<file path="config.mk">
export PLATFORM = sky130hd
export DESIGN_NAME = md_issue_ctrl
export DESIGN_NICKNAME = d
export VERILOG_FILES = /design/src/rtl/md_issue_ctrl_pkg.sv /design/src/rtl/md_issue_ctrl.sv
export SDC_FILE = /design/constraint.sdc
export NUM_CORES = 1
export LEC_CHECK = 0
export ABC_AREA = 1
export CAP_MARGIN = 5
export CORE_AREA = 3 3 99 101
export CTS_CLUSTER_DIAMETER = 150
export DETAILED_ROUTE_END_ITERATION = 10
export DIE_AREA = 0 0 102 104
export PLACE_DENSITY = 0.79
export SLEW_MARGIN = 5
export SYNTH_ARGS = -nofsm -noshare
export SYNTH_HDL_FRONTEND = slang
export SYNTH_SLANG_ARGS = --single-unit
</file>
<file path="constraint.sdc">
create_clock -name clk -period 2.22 [get_ports clk]
set_input_delay 0.444 -clock clk [delete_from_list [all_inputs] [get_ports clk]]
set_output_delay 0.444 -clock clk [all_outputs]
set_load 0.02 [all_outputs]
</file>
<file path="src/rtl/md_issue_ctrl_pkg.sv">
// Shared encodings for the multiply/divide issue controller: E-stage MD kinds,
// MD unit opcodes, controller states and the busy-wait timeout.
package md_issue_ctrl_pkg;

  typedef enum logic [3:0] {
    KindNone  = 4'd0,
    KindMult  = 4'd1,
    KindMultu = 4'd2,
    KindDiv   = 4'd3,
    KindDivu  = 4'd4,
    KindMthi  = 4'd5,
    KindMtlo  = 4'd6,
    KindMfhi  = 4'd7,
    KindMflo  = 4'd8
  } md_kind_e;

  typedef enum logic [1:0] {
    OpMult  = 2'b00,
    OpMultu = 2'b01,
    OpDiv   = 2'b10,
    OpDivu  = 2'b11
  } md_op_e;

  typedef enum logic {
    StIdle = 1'b0,
    StWait = 1'b1
  } md_state_e;

  localparam int unsigned Timeout = 16;

  function automatic logic [15:0] sat_inc16(input logic [15:0] v);
    return (v == 16'hFFFF) ? v : v + 16'd1;
  endfunction

endpackage

</file>
<file path="src/rtl/md_issue_ctrl.sv">
// Issues mult/div/mthi/mtlo from E to the MD unit, stalls D while the unit is
// busy, returns mfhi/mflo data, and tracks protocol errors and retired ops.
module md_issue_ctrl
  import md_issue_ctrl_pkg::*;
(
  input  logic        clk,
  input  logic        reset,
  input  logic        d_md_use,
  input  logic [3:0]  e_kind,
  input  logic [31:0] e_rs,
  input  logic [31:0] e_rt,
  output logic        md_start,
  output logic        md_if_mthi,
  output logic        md_if_mtlo,
  output logic [1:0]  md_op,
  output logic [31:0] md_a,
  output logic [31:0] md_b,
  input  logic        md_busy,
  input  logic [31:0] md_high,
  input  logic [31:0] md_low,
  output logic        stall_d,
  output logic [31:0] e_mf_data,
  output logic        md_err,
  output logic [15:0] op_count
);

  md_state_e   state_q, state_d;
  logic [4:0]  wcnt_q, wcnt_d;
  logic        err_q, err_d;
  logic [15:0] count_q, count_d;

  logic        kind_md;     // mult/multu/div/divu
  logic        kind_issue;  // anything that needs the unit: kinds 1-6
  logic [1:0]  kind_op;

  always_comb begin
    kind_md = 1'b0;
    kind_op = OpMult;
    case (e_kind)
      KindMult:  begin kind_md = 1'b1; kind_op = OpMult;  end
      KindMultu: begin kind_md = 1'b1; kind_op = OpMultu; end
      KindDiv:   begin kind_md = 1'b1; kind_op = OpDiv;   end
      KindDivu:  begin kind_md = 1'b1; kind_op = OpDivu;  end
      default:   ;
    endcase
    kind_issue = kind_md || (e_kind == KindMthi) || (e_kind == KindMtlo);
  end

  always_ff @(posedge clk or posedge reset) begin
    if (reset) begin
      state_q <= StIdle;
      wcnt_q  <= '0;
      err_q   <= 1'b0;
      count_q <= '0;
    end else begin
      state_q <= state_d;
      wcnt_q  <= wcnt_d;
      err_q   <= err_d;
      count_q <= count_d;
    end
  end

  always_comb begin
    state_d = state_q;
    wcnt_d  = wcnt_q;
    err_d   = err_q;
    count_d = count_q;
    unique case (state_q)
      StIdle: begin
        if (kind_md) begin
          state_d = StWait;
          wcnt_d  = '0;
        end
      end
      StWait: begin
        wcnt_d = wcnt_q + 5'd1;
        // Issues arriving while busy are dropped and flagged.
        if (kind_issue) err_d = 1'b1;
        if (!md_busy && (wcnt_q == 5'd0)) begin
          state_d = StIdle;
          err_d   = 1'b1;
        end else if (!md_busy) begin
          state_d = StIdle;
          count_d = sat_inc16(count_q);
        end else if (wcnt_d == 5'(Timeout)) begin
          state_d = StIdle;
          err_d   = 1'b1;
        end
      end
    endcase
  end

  always_comb begin
    md_start   = !reset && (state_q == StIdle) && kind_md;
    md_if_mthi = !reset && (state_q == StIdle) && (e_kind == KindMthi);
    md_if_mtlo = !reset && (state_q == StIdle) && (e_kind == KindMtlo);
    md_op      = kind_md ? kind_op : OpMult;
    stall_d    = !reset && d_md_use && ((state_q == StWait) || kind_md);
    md_a       = e_rs;
    md_b       = e_rt;
    md_err     = err_q;
    op_count   = count_q;
    e_mf_data  = '0;
    if (e_kind == KindMfhi) e_mf_data = md_high;
    else if (e_kind == KindMflo) e_mf_data = md_low;
  end

endmodule

</file>
Word-level counts from Yosys, hierarchy flattened:

Cells that the tools add are included.

* register bits after elaboration: 23
* input bits: 136
* word-level logic and storage cells: 52

* add/sub/neg operators: 2
* equality and inequality tests: 11
* mux-type cells: 16
* bitwise logic cells: 4
* reductions and logical operators: 15

Operator list (count)
* two-way mux 32 bit: 2
* adder 16 x 1 -> 16 bit, second input constant: 1
* == test 16 bit, second input constant: 1
* == test 4 x 3 -> 1 bit, second input constant: 4
* one-hot mux 5 bit (2 select lines): 1
* two-way mux 1 bit: 9
* == test 4 x 2 -> 1 bit, second input constant: 2
* logical AND 1 bit: 7
* one-hot mux 2 bit (3 select lines): 1
* adder 5 x 1 -> 5 bit, second input constant: 1
* == test 5 bit, second input constant: 1
* zero test 5 bit: 1
* two-way mux 5 bit: 1
* == test 4 x 1 -> 1 bit, second input constant: 1
* == test 4 bit, second input constant: 1
* NOT 1 bit: 4
* AND reduction 4 bit: 1
* OR reduction 4 bit: 1
* logical OR 1 bit: 3
* zero test 1 bit: 2
* two-way mux 2 bit: 1
* != test 2 bit, second input constant: 1
* one-hot mux 1 bit (2 select lines): 1

Logic depth before layout (Yosys ltp):

Gate-level depths: netlist of run 1.

* depth after elaboration: 9
* depth in mapped cells: 10
* mapped depth without buffers: 10

Least setup slack after synthesis of run 1:

OpenSTA, ideal clock, no wires.

* kind: in2out
* from: input reset
* to: output md_start
* data arrival time: 1516 ps
* required time: 1776 ps
* path slack: 260 ps
* cell stages on the path: 3
* path through: inv_1 nand2_1 a21oi_1

* longest elaborated chain between the ends: 3

RTL lines
* from (decl): RTL line md_issue_ctrl.sv:7 `input logic reset,`
* zero test 1 bit: RTL line md_issue_ctrl.sv:94 `md_start = !reset && (state_q == StIdle) && kind_md;`
* logical AND 1 bit (2 in a row): RTL line md_issue_ctrl.sv:94
* to (decl): RTL line md_issue_ctrl.sv:12 `output logic md_start,`

Every way passes these cells.

Worst setup path after layout of run 1:

* from: input e_kind[0]
* to: output e_mf_data[29]

* longest elaborated chain between the ends: 3

RTL lines
* from (decl): RTL line md_issue_ctrl.sv:9 `input logic [3:0] e_kind,`
* == test 4 bit: RTL line md_issue_ctrl.sv:105 `else if (e_kind == KindMflo) e_mf_data = md_low;`
* two-way mux 32 bit: RTL line md_issue_ctrl.sv:105
* two-way mux 32 bit *: RTL line md_issue_ctrl.sv:104 `if (e_kind == KindMfhi) e_mf_data = md_high;`
* to (decl): RTL line md_issue_ctrl.sv:22 `output logic [31:0] e_mf_data,`

Every way passes the cells marked *; elsewhere a longest branch is shown, timed or not.

==> metrics.md, run 1 <==
| Metric | Value |
|---|---|
| Clock tree buffer depth | `2` |
| Starting Density | `27.7%` |
| Final Hold Violating Endpoints | `0` |
| Die W | `just over 100 µm` |
| Drt wl/cell | `roughly 15 µm` |
| Grt total ovfl | `0` |
| Cell area after layout | `0.00366 mm²` |
| Status | `completed` |
| Post-synth top area cell | `dfrtp_1` |
| Hold_ws | `a little under 500 ps` |
| Maximum fanout along the worst path | `16` |
| Seq cells post-synth | `23` |
| Post-synthesis cell area | `about 0.0025 mm²` |
| Core area | `between 0.009 and 0.01 mm²` |
| Die area | `~0.011 mm²` |
| Synth top cells by count | `nand2_1, buf_4, inv_1, nand3_1, o21ai_0` |
| Detailed-router iteration count before antenna repair | `4` |
| Root buffer cell | `clkbuf_8` |
| Post-route ant nets | `0` |
| Dpl hpwl | `7250 µm` |
| Slew margin rel. | `around 79%` |
| Most frequent cell after synthesis | `nand2_1` |
| Fin. max-slew vios | `0` |
| Inserted Clock Buffers | `3` |
| Area contributors post-synth | `dfrtp_1, buf_4, nand2_1` |
| Reg2reg path depth | `9` |
| Synthesis-to-finish area growth | `45.5%` |
| Hold Path Depth | `2` |
| Post-Syn Nets | `between 500 and 600` |
| Setup CP Type | `input port to output port` |
| Worst EP required | `around 1800 ps` |
| Clock skew | `between 9 and 10 ps` |
| Asr flop ratio synth | `100%` |
| Ys Warns | `0` |
| First-pass GRT wire length | `roughly 14,000 µm` |
| CP Capture Type | `output port` |
| Sink Count | `23` |
| Count of cell types in the netlist | `26` |
| Syn Inst Count | `between 400 and 500` |
| Final nets | `620` |
| RSZ-0062 raised after global routing | `false` |
| Crit share post-route | `a little over nine tenths` |
| Leak | `around 1.7 nW` |
| Maxcap violations | `0` |
| Largest net degree at the start of global routing | `24` |
| Final wirelength | `~9000 µm` |
| DRT iter0 DRCs | `about 130` |
| Sequential share of the synthesized area | `a little under a quarter` |
| Antenna diode count | `0` |
| GR Util All Layers | `16.1%` |
| Fmax | `approximately 0.48 GHz` |
| Final worst slack | `between 100 and 150 ps` |
| Worst hold path type | `flop to flop` |
| Endpoints failing setup | `0` |
| Vias per inst | `~4.7` |
| Port Buffers | `between 100 and 150` |
| Initial antenna violation count | `0` |
| Max IR drop VDD | `around 0.0003 V` |
| Dpl cell area | `around 0.0036 mm²` |
| Clock slew at reported path FFs | `approximately 80 ps` |
| Ports | `between 200 and 300` |
| Vias in the first global route | `2,720` |
| Arr. time, crit path | `about 1700 ps` |
| Vias after detailed routing | `between 2k and 3k` |
| Layout cells sized above 1 | `between 10% and 20%` |
| Post-synth EDFFs | `0` |
| Synth Area per Inst | `6.28 µm²` |
| CTS Hold Buffers Added | `0` |
| # H-tree levels | `1` |
| Worst-Margin Slew | `315 ps` |
| GPL Wtd Cong | `~0.9` |
| Pre-CTS WS | `-597 ps` |
| DR DRC count | `0` |
| Site row count | `35` |
| Die Y | `roughly 100 µm` |
| Tmin final | `2100 ps` |
| Synth top area share | `between 20% and 30%` |
| Worst setup SP type | `input port` |
| Clock insertion delay at the later pin of the skew report | `approximately 270 ps` |
| TritonCTS clock tree | `built` |
| Top_reg_cell synth | `dfrtp_1` |
| Pwr dens | `553 mW/mm²` |
## worst max-delay path, stage by stage
cell	delay, ps
dlygate4sd2_1	270
nor2_2	130
nand3_1	100
buf_4	200
o21ai_0	210
clkdlybuf4s15_2	310
## flip-flops by register name, summed over array words and instances, names as in the netlist
signal / count
md_err: 1
op_count: 16
state_q: 1
wcnt_q: 5
## layout by cell type, fill, tap and decap left out, types with 8 or more instances in the layout
cell	n
o21ai_0	31
buf_4	24
clkdlybuf4s50_1	84
clkdlybuf4s15_2	22
dfrtp_1	23
nand3_1	47
nor2_1	26
o21ai_1	12
nand2_1	89
buf_2	8
inv_1	56
## path summary, 6_finish.rpt
kind                             start             to  slack (ps)
setup / recovery             e_kind[0]  e_mf_data[29]         120
hold / removal                  md_err         md_err         490
setup reg to reg           op_count[0]   op_count[10]         560
hold reg to reg                 md_err         md_err         490
max in group asynchronous        reset    op_count[1]        1310
min in group asynchronous        reset   op_count[15]         670
## cell families after synthesis
group | share of synthesized area [%]
AO/OA/AOI/OAI | 11.4
XOR/XNOR | 1.39
adder cells (fa/ha/maj) | 1.49
buffers and inverters | 30.7
flip-flops | 22.9
AND/OR/NAND/NOR | 32.2
## final cells by class
| cell class | instances | area, µm² |
|---|---|---|
| Tap cell | 111 | 139 |
| Clock inverter | 1 | 5.00 |
| Clock buffer | 3 | 41.3 |
| Sequential cell | 23 | 576 |
| Multi-Input combinational cell | 241 | 1180 |
| Fill cell | 953 | 5440 |
| Inverter | 61 | 230 |
| Timing Repair Buffer | 151 | 1490 |
## per-layer routing
layer | vias up | track usage [%] | share of wire, %
li1 | 1344 | - | -
met1 | 1267 | 19.1 | 39
met2 | 143 | 27.9 | 50
met3 | 14 | 5.97 | 9.3
met4 | 0 | 2.25 | 0.98
met5 | - | 0 | 0
## what timing repair did
item | 4_1_cts | 5_1_grt
setup buffers | 1 | 0
endpoints found under the setup margin | 38 | 36
gates resized for setup | 155 | 10
pin swaps | 1 | 1
gates cloned | 0 | 2
## per-stage QoR
stage	total power, W	setup TNS (ps)	util, %	instances
6_report	0.00203	0	40.2	591
5_1_grt	0.00218	0	40.2	591
2_1_floorplan	0.00143	0	-	401
4_1_cts	0.00203	0	39.7	589
3_5_place_dp	0.00176	-16140	39.2	584
3_3_place_gp	0.00172	-15080	39.2	584
## power by group
group / switching, W / internal, W / total [W]
logic: 0.000555 / 0.000493 / 0.00105
clock network: 0.000144 / 0.000125 / 0.000269
registers: 0.000176 / 0.000534 / 0.000710
Note: power is estimated with default switching activity, not from simulation.
==> run 2: changes to the inputs <==
- ABC_AREA: 1 -> not set
- CORE_AREA: 3 3 99 101 -> 3 3 98 100
- DIE_AREA: 0 0 102 104 -> 0 0 101 103
- PLACE_DENSITY: 0.79 -> 0.76
==> metrics.md, run 2 <==
| Metric | Value |
|---|---|
| Largest family of logic cells by synthesized area | `buffers and inverters` |
| Net Switching | `0.000590 W` |
| Combinational power share | `45.1%` |
| Maxcap violations | `0` |
| XOR/XNOR Fraction of Synth Area | `approximately 6.6%` |
| Vias after detailed routing | `slightly above 2k` |
| Hold Path Depth | `1` |
| # H-tree levels | `1` |
| Arr. time, crit path | `~1800 ps` |
| Clock slew at reported path FFs | `~80 ps` |
| Bufs and invs on worst path | `4` |
| Post-synth EDFFs | `0` |
| Clk pwr share | `between 10% and 20%` |
| Maximum fanout along the worst path | `8` |
| Syn Inst Count | `~240` |
| Post-Syn Nets | `375` |
| Status | `completed` |
| Setup tns final | `0 ps` |
| Non-Filler Instances | `~420` |
| Site row count | `34` |
| Inserted Clock Buffers | `3` |
| Worst r2r dst | `op_count[10]` |
| DRT iter0 DRCs | `71` |
| Total power | `0.00161 W` |
| CTS Hold Buffers Added | `0` |
| Core area | `around 0.0088 mm²` |
| Count of cell types in the netlist | `40` |
| Fmax | `0.455 GHz` |
| Max IR drop VDD | `around 0.00026 V` |
| Clock tree buffer depth | `2` |
| Met2 Wirelength | `about 4200 µm` |
| Most frequent CP cell | `buf_6` |
| Multiplexer share of the synthesized area | `roughly 2.0%` |
| Post-synth top area cell | `dfrtp_1` |
| Hold EP | `op_count[14]` |
| TritonCTS clock tree | `built` |
| Drt wl/cell | `19.0 µm` |
| Hold_sp | `op_count[14]` |
| Die area | `0.0104 mm²` |
| Reg2reg path depth | `7` |
| Synth top area share | `between 20 and 30%` |
| Ports | `between 200 and 300` |
| Layout cells sized above 1 | `between 20% and 30%` |
| Post-synthesis cell area | `around 0.0021 mm²` |
| Asr flop ratio synth | `100%` |
| Clock insertion delay at the later pin of the skew report | `270 ps` |
| Commonest non-fill, non-tap cell in the layout | `clkdlybuf4s50_1` |
| Detailed-router iteration count before antenna repair | `4` |
| Sequential share of the synthesized area | `between 20% and 30%` |
| Sink Count | `23` |
| Seq cells post-synth | `23` |
| Die W | `~100 µm` |
| First-pass GRT wire length | `about 12,000 µm` |
| Fill count | `887` |
| RSZ-0062 raised after global routing | `false` |
| DR DRC count | `0` |
| Largest net degree at the start of global routing | `24` |
| R2R Setup Slk | `300 ps` |
| Synth Area per Inst | `around 9.1 µm²` |
| Die Y | `roughly 100 µm` |
| Worst hold path type | `flop to flop` |
| CP Capture Type | `output port` |
| Slew margin rel. | `between 70% and 80%` |
| Final nets | `between 400 and 500` |
| Area contributors post-synth | `dfrtp_1, buf_4, a22o_1` |
| Post-Synth Adder-Cell Area | `under 10%` |
| Worst path cell trace | `buf_6 > or3_4 > nor2_4 > buf_4 > buf_6 > a22o_1 > buf_6` |
| Synth top cells by count | `buf_4, a22o_1, dfrtp_1, xor2_1, nand2_1` |
| Initial antenna violation count | `0` |
| Critical path's largest stage delay | `~400 ps` |
| Most frequent cells in the layout | `clkdlybuf4s50_1, a22o_1, dfrtp_1, buf_6, buf_4` |
| Antenna diode count | `0` |
| DR top layer | `met4` |
| Synth Area in Compound Gates | `16.4%` |
| Endpoints failing setup | `0` |
| Post-Synth Simple-Gate Area | `20.5%` |
| Tmin final | `roughly 2200 ps` |
| Grt total ovfl | `0` |
| R2r startpoint | `wcnt_q[1]` |
| Slowest cell on crit path | `or3_4` |
| Max FFs per register | `16` |
| Ys Warns | `0` |
| Worst setup SP type | `input port` |
| Routed length on met1 | `3120 µm` |
| Crit share post-route | `~99%` |
| Switching share of power | `between 30% and 40%` |
| GPL Wtd Cong | `between 0.7 and 0.8` |
| Vias per inst | `4.84` |
| Metal3 WL | `671 µm` |
| Top_reg_cell synth | `dfrtp_1` |
| Fin. max-slew vios | `0` |
| Sequential power share | `38.4%` |
| Port Buffers | `about 130` |
| Clock skew | `about 10 ps` |
| Pwr dens | `a little under 500 mW/mm²` |
| Worst-Margin Slew | `~320 ps` |
| Final Hold Violating Endpoints | `0` |
| Vias in the first global route | `approximately 2.2k` |
| Worst EP required | `~1800 ps` |
| Int Pwr | `between 0.001 and 0.0015 W` |
| Starting Density | `approximately a quarter` |
| DP Cell Count | `between 400 and 500` |
| GR Util All Layers | `14.9%` |
| Setup CP Type | `input port to output port` |
| Root buffer cell | `clkbuf_8` |
| Leak | `between 1 and 1.5 nW` |
| Final wirelength | `between 8000 and 9000 µm` |
| Dpl hpwl | `between 6000 and 7000 µm` |
| Synthesis-to-finish area growth | `54.8%` |
| Post-route ant nets | `0` |
| Final Util | `between 30% and 40%` |
| Most frequent cell after synthesis | `buf_4` |
| Crit path max-delay family | `simple AND/OR/NAND/NOR gates` |
==> run 2: changes by cell type after synthesis, moves of 4 or more <==
cell,previous run,this run
nor3b_1,0,5
xor2_1,4,15
nor2_1,28,7
nand2_1,89,12
o21ai_0,40,3
buf_2,1,6
nor3_1,0,6
nor2_4,4,0
nand2_2,5,0
clkbuf_1,8,3
o21ai_2,6,0
inv_1,57,4
nand3_1,47,8
a22o_1,0,33
==> run 2: metal layers <==
metal | vias up | global-route usage, %
met5 | - | 0
met4 | 0 | 2.97
met3 | 14 | 4.94
met2 | 96 | 26.7
met1 | 992 | 17.3
li1 | 946 | -
==> run 2: what timing repair did <==
item | in CTS | in global routing
gates cloned | 4 | 0
pin swaps | 3 | 7
setup buffers | 6 | 1
endpoints found under the setup margin | 38 | 33
resized for setup | 165 | 27
==> run 2: worst max path at each step <==
stage | start | end | cells past startpoint
3_5_place_dp | e_kind[1] | e_mf_data[25] | 6
5_1_grt | e_kind[0] | e_mf_data[16] | 7
6_report | e_kind[0] | e_mf_data[31] | 7
2_1_floorplan | e_kind[2] | e_mf_data[10] | 5
3_3_place_gp | e_kind[1] | e_mf_data[25] | 6
4_1_cts | e_kind[2] | e_mf_data[30] | 8
==> run 2: metrics by stage <==
| stage | setup slack (ps) | instance area [µm²] | hold slack [ps] |
|---|---|---|---|
| 6_report | 24.2 | 3310 | 497 |
| 4_1_cts | -73.8 | 3340 | 500 |
| 2_1_floorplan | 137 | 2140 | 446 |
| 5_1_grt | 1.17 | 3310 | 509 |
| 3_3_place_gp | -692 | 3150 | 480 |
| 3_5_place_dp | -725 | 3150 | 481 |
==> run 2: layout make-up <==
class | count | area, µm² | share of cell area, %
Clock buffer | 3 | 41.3 | 1.25
Multi-Input combinational cell | 134 | 1080 | 32.6
Clock inverter | 1 | 7.51 | 0.227
Inverter | 4 | 15.0 | 0.454
Sequential cell | 23 | 576 | 17.4
Tap cell | 108 | 135 | 4.08
Timing Repair Buffer | 150 | 1460 | 44.0
==> run 2: cell families (layout without fill, tap and decap cells) <==
family                     after synthesis  after routing
buffers and inverters                   79            158
and+or+nand+nor                         68             68
AOI/OAI and AO/OA                       43             43
DFF                                     23             23
xor gates and xnor gates                16             16
muxes                                    4              4
adders and majority gates                3              3
==> run 2: worst register-to-register path, stage by stage, from the launching register on <==
cell,delay [ps]
dfrtp_1,460
inv_1,90
ha_1,130
or4b_1,500
nand2_1,190
buf_4,190
nor4_1,70
xor2_1,160
==> run 2: power by group through the flow <==
stage	sequential, W	clock [W]	combinational (W)
after global placement	0.000618	0	0.000694
after global routing	0.000633	0.000304	0.000784
after detailed placement	0.000626	0	0.000713
after floorplan	0.000651	0	0.000467
after CTS	0.000619	0.000277	0.000732
final	0.000617	0.000265	0.000725
==> run 3: changes to the inputs <==
--- a/config.mk
+++ b/config.mk
@@ -8,8 +8,11 @@
 export CAP_MARGIN = 5
-export CORE_AREA = 3 3 98 100
+export CELL_PAD_IN_SITES_DETAIL_PLACEMENT = 0
+export CELL_PAD_IN_SITES_GLOBAL_PLACEMENT = 1
+export CORE_ASPECT_RATIO = 0.8
+export CORE_MARGIN = 3
+export CORE_UTILIZATION = 18
 export CTS_CLUSTER_DIAMETER = 150
 export DETAILED_ROUTE_END_ITERATION = 10
-export DIE_AREA = 0 0 101 103
-export PLACE_DENSITY = 0.76
-export SLEW_MARGIN = 5
+export PLACE_DENSITY = 0.87
+export SLEW_MARGIN = 30
 export SYNTH_ARGS = -nofsm -noshare
--- a/constraint.sdc
+++ b/constraint.sdc
@@ -3,2 +3,2 @@
 set_output_delay 0.444 -clock clk [all_outputs]
-set_load 0.02 [all_outputs]
+set_load 0.05 [all_outputs]
==> metrics.md, run 3 (synthesized netlist as in run 2, its figures left out) <==
| Metric | Value |
|---|---|
| Net Switching | `slightly below 0.0008 W` |
| Sequential power share | `between 20% and 30%` |
| Arr. time, crit path | `roughly 1800 ps` |
| DRT iter0 DRCs | `42` |
| Final wirelength | `~8500 µm` |
| Clk pwr share | `between 10% and 20%` |
| Pwr dens | `around 490 mW/mm²` |
| Layout cells sized above 1 | `around 39%` |
| RSZ-0062 raised after global routing | `false` |
| Commonest non-fill, non-tap cell in the layout | `clkdlybuf4s50_1` |
| Status | `completed` |
| TritonCTS clock tree | `built` |
| Non-Filler Instances | `about 460` |
| Clock insertion delay at the later pin of the skew report | `260 ps` |
| Drt wl/cell | `18.2 µm` |
| Bufs and invs on worst path | `5` |
| Setup CP Type | `input port to output port` |
| Total power | `just over 0.002 W` |
| Die Y | `about 100 µm` |
| Synthesis-to-finish area growth | `91.9%` |
| Initial antenna violation count | `0` |
| Maximum fanout along the worst path | `8` |
| Leak | `between 1.5 and 2 nW` |
| CP Capture Type | `output port` |
| GR Util All Layers | `a little under an eighth` |
| Maxcap violations | `0` |
| DR DRC count | `0` |
| Max FFs per register | `16` |
| Largest net degree at the start of global routing | `24` |
| Die area | `between 0.01 and 0.015 mm²` |
| Max IR drop VDD | `0.000240 V` |
| Hold_ws | `roughly 500 ps` |
| Worst EP required | `approximately 1800 ps` |
| Switching share of power | `about two fifths` |
| Vias per inst | `between 4 and 5` |
| Slowest cell on crit path | `or3_4` |
| Vias in the first global route | `~2.1k` |
| Worst-Margin Slew | `between 500 and 600 ps` |
| CTS Hold Buffers Added | `0` |
| Combinational power share | `between 50% and 60%` |
| Final nets | `460` |
| Worst setup SP type | `input port` |
| Setup tns final | `0 ps` |
| Port Buffers | `between 100 and 150` |
| DP Cell Count | `around 450` |
| R2R Setup Slk | `around 250 ps` |
| Starting Density | `approximately a fifth` |
| # H-tree levels | `1` |
| Slew margin rel. | `around two thirds` |
| Post-route ant nets | `0` |
| Int Pwr | `0.00123 W` |
| Antenna diode count | `0` |
| Clock slew at reported path FFs | `60 ps` |
| Crit path max-delay family | `buffers and inverters` |
| Root buffer cell | `clkbuf_16` |
| Grt total ovfl | `0` |
| GPL Wtd Cong | `around 0.74` |
| Core area | `~0.011 mm²` |
| Detailed-router iteration count before antenna repair | `4` |
| Critical path's largest stage delay | `approximately 390 ps` |
| Endpoints failing setup | `0` |
| Clock tree buffer depth | `2` |
| Inserted Clock Buffers | `3` |
| First-pass GRT wire length | `12,000 µm` |
| Site row count | `34` |
| Fin. max-slew vios | `0` |
| Dpl hpwl | `6200 µm` |
| Ports | `about 260` |
| Worst hold path type | `flop to flop` |
| Vias after detailed routing | `2,047` |
| Worst path cell trace | `buf_2 > or3_4 > nor2_4 > buf_6 > buf_8 > buf_16 > a22o_4 > buf_12` |
| Sink Count | `23` |
| Crit share post-route | `~100%` |
| Final Hold Violating Endpoints | `0` |
| Die W | `128 µm` |
| Tmin final | `2200 ps` |
| Most frequent cells in the layout | `clkdlybuf4s50_1, buf_12, a22o_4, dfrtp_1, buf_4` |
| Clock skew | `between 4 and 5 ps` |
| Fmax | `approximately 0.45 GHz` |
==> run 3: cell type report <==
class	instances	area, µm²
clock inverters	1	5.00
fillers	1109	7130
inverters	4	15.0
well taps	144	180
clock buffers	3	75.1
repair buffers	155	1970
multi-input cells	134	1280
flip-flops and latches	23	576
==> run 3: repair_timing <==
item	4_1_cts	5_1_grt
endpoints found under the hold margin	0	0
setup buffers	4	1
cloned	4	0
setup endpoints to repair	35	18
gates resized for setup	50	4
pin swaps	5	3
==> run 3: worst paths after layout <==
kind / start / endpoint / depth (start not counted)
max reg2reg: wcnt_q[2] / op_count[1] / 4
max in group asynchronous: reset / op_count[7] / 4
max: e_kind[1] / e_mf_data[6] / 8
min: md_err / md_err / 1
min in group asynchronous: reset / op_count[1] / 4
min reg2reg: md_err / md_err / 1
==> run 3: layer usage <==
metal,part of all wire [%],vias up,track usage (%)
li1,-,958,-
met4,0.91,0,2.28
met5,0,-,0
met1,42,1017,15.3
met2,51,62,18.9
met3,6.0,10,3.75
==> run 3: per-stage QoR <==
stage | instance area [µm²] | setup WS [ps] | util, %
floorplan | 2190 | -232 | -
detailed placement | 3640 | -265 | 32.4
CTS | 4080 | 25.9 | 36.3
global route | 4100 | 5.21 | 36.5
global placement | 3640 | -260 | 32.4
finish | 4100 | 20.2 | 36.5
==> run 3: power groups by stage <==
stage	combinational [W]	sequential, W	clock (W)
after CTS	0.00103	0.000595	0.000405
after detailed placement	0.000970	0.000602	0
after global routing	0.00109	0.000610	0.000421
final	0.00103	0.000596	0.000392
after global placement	0.000958	0.000594	0
after floorplan	0.000670	0.000746	0
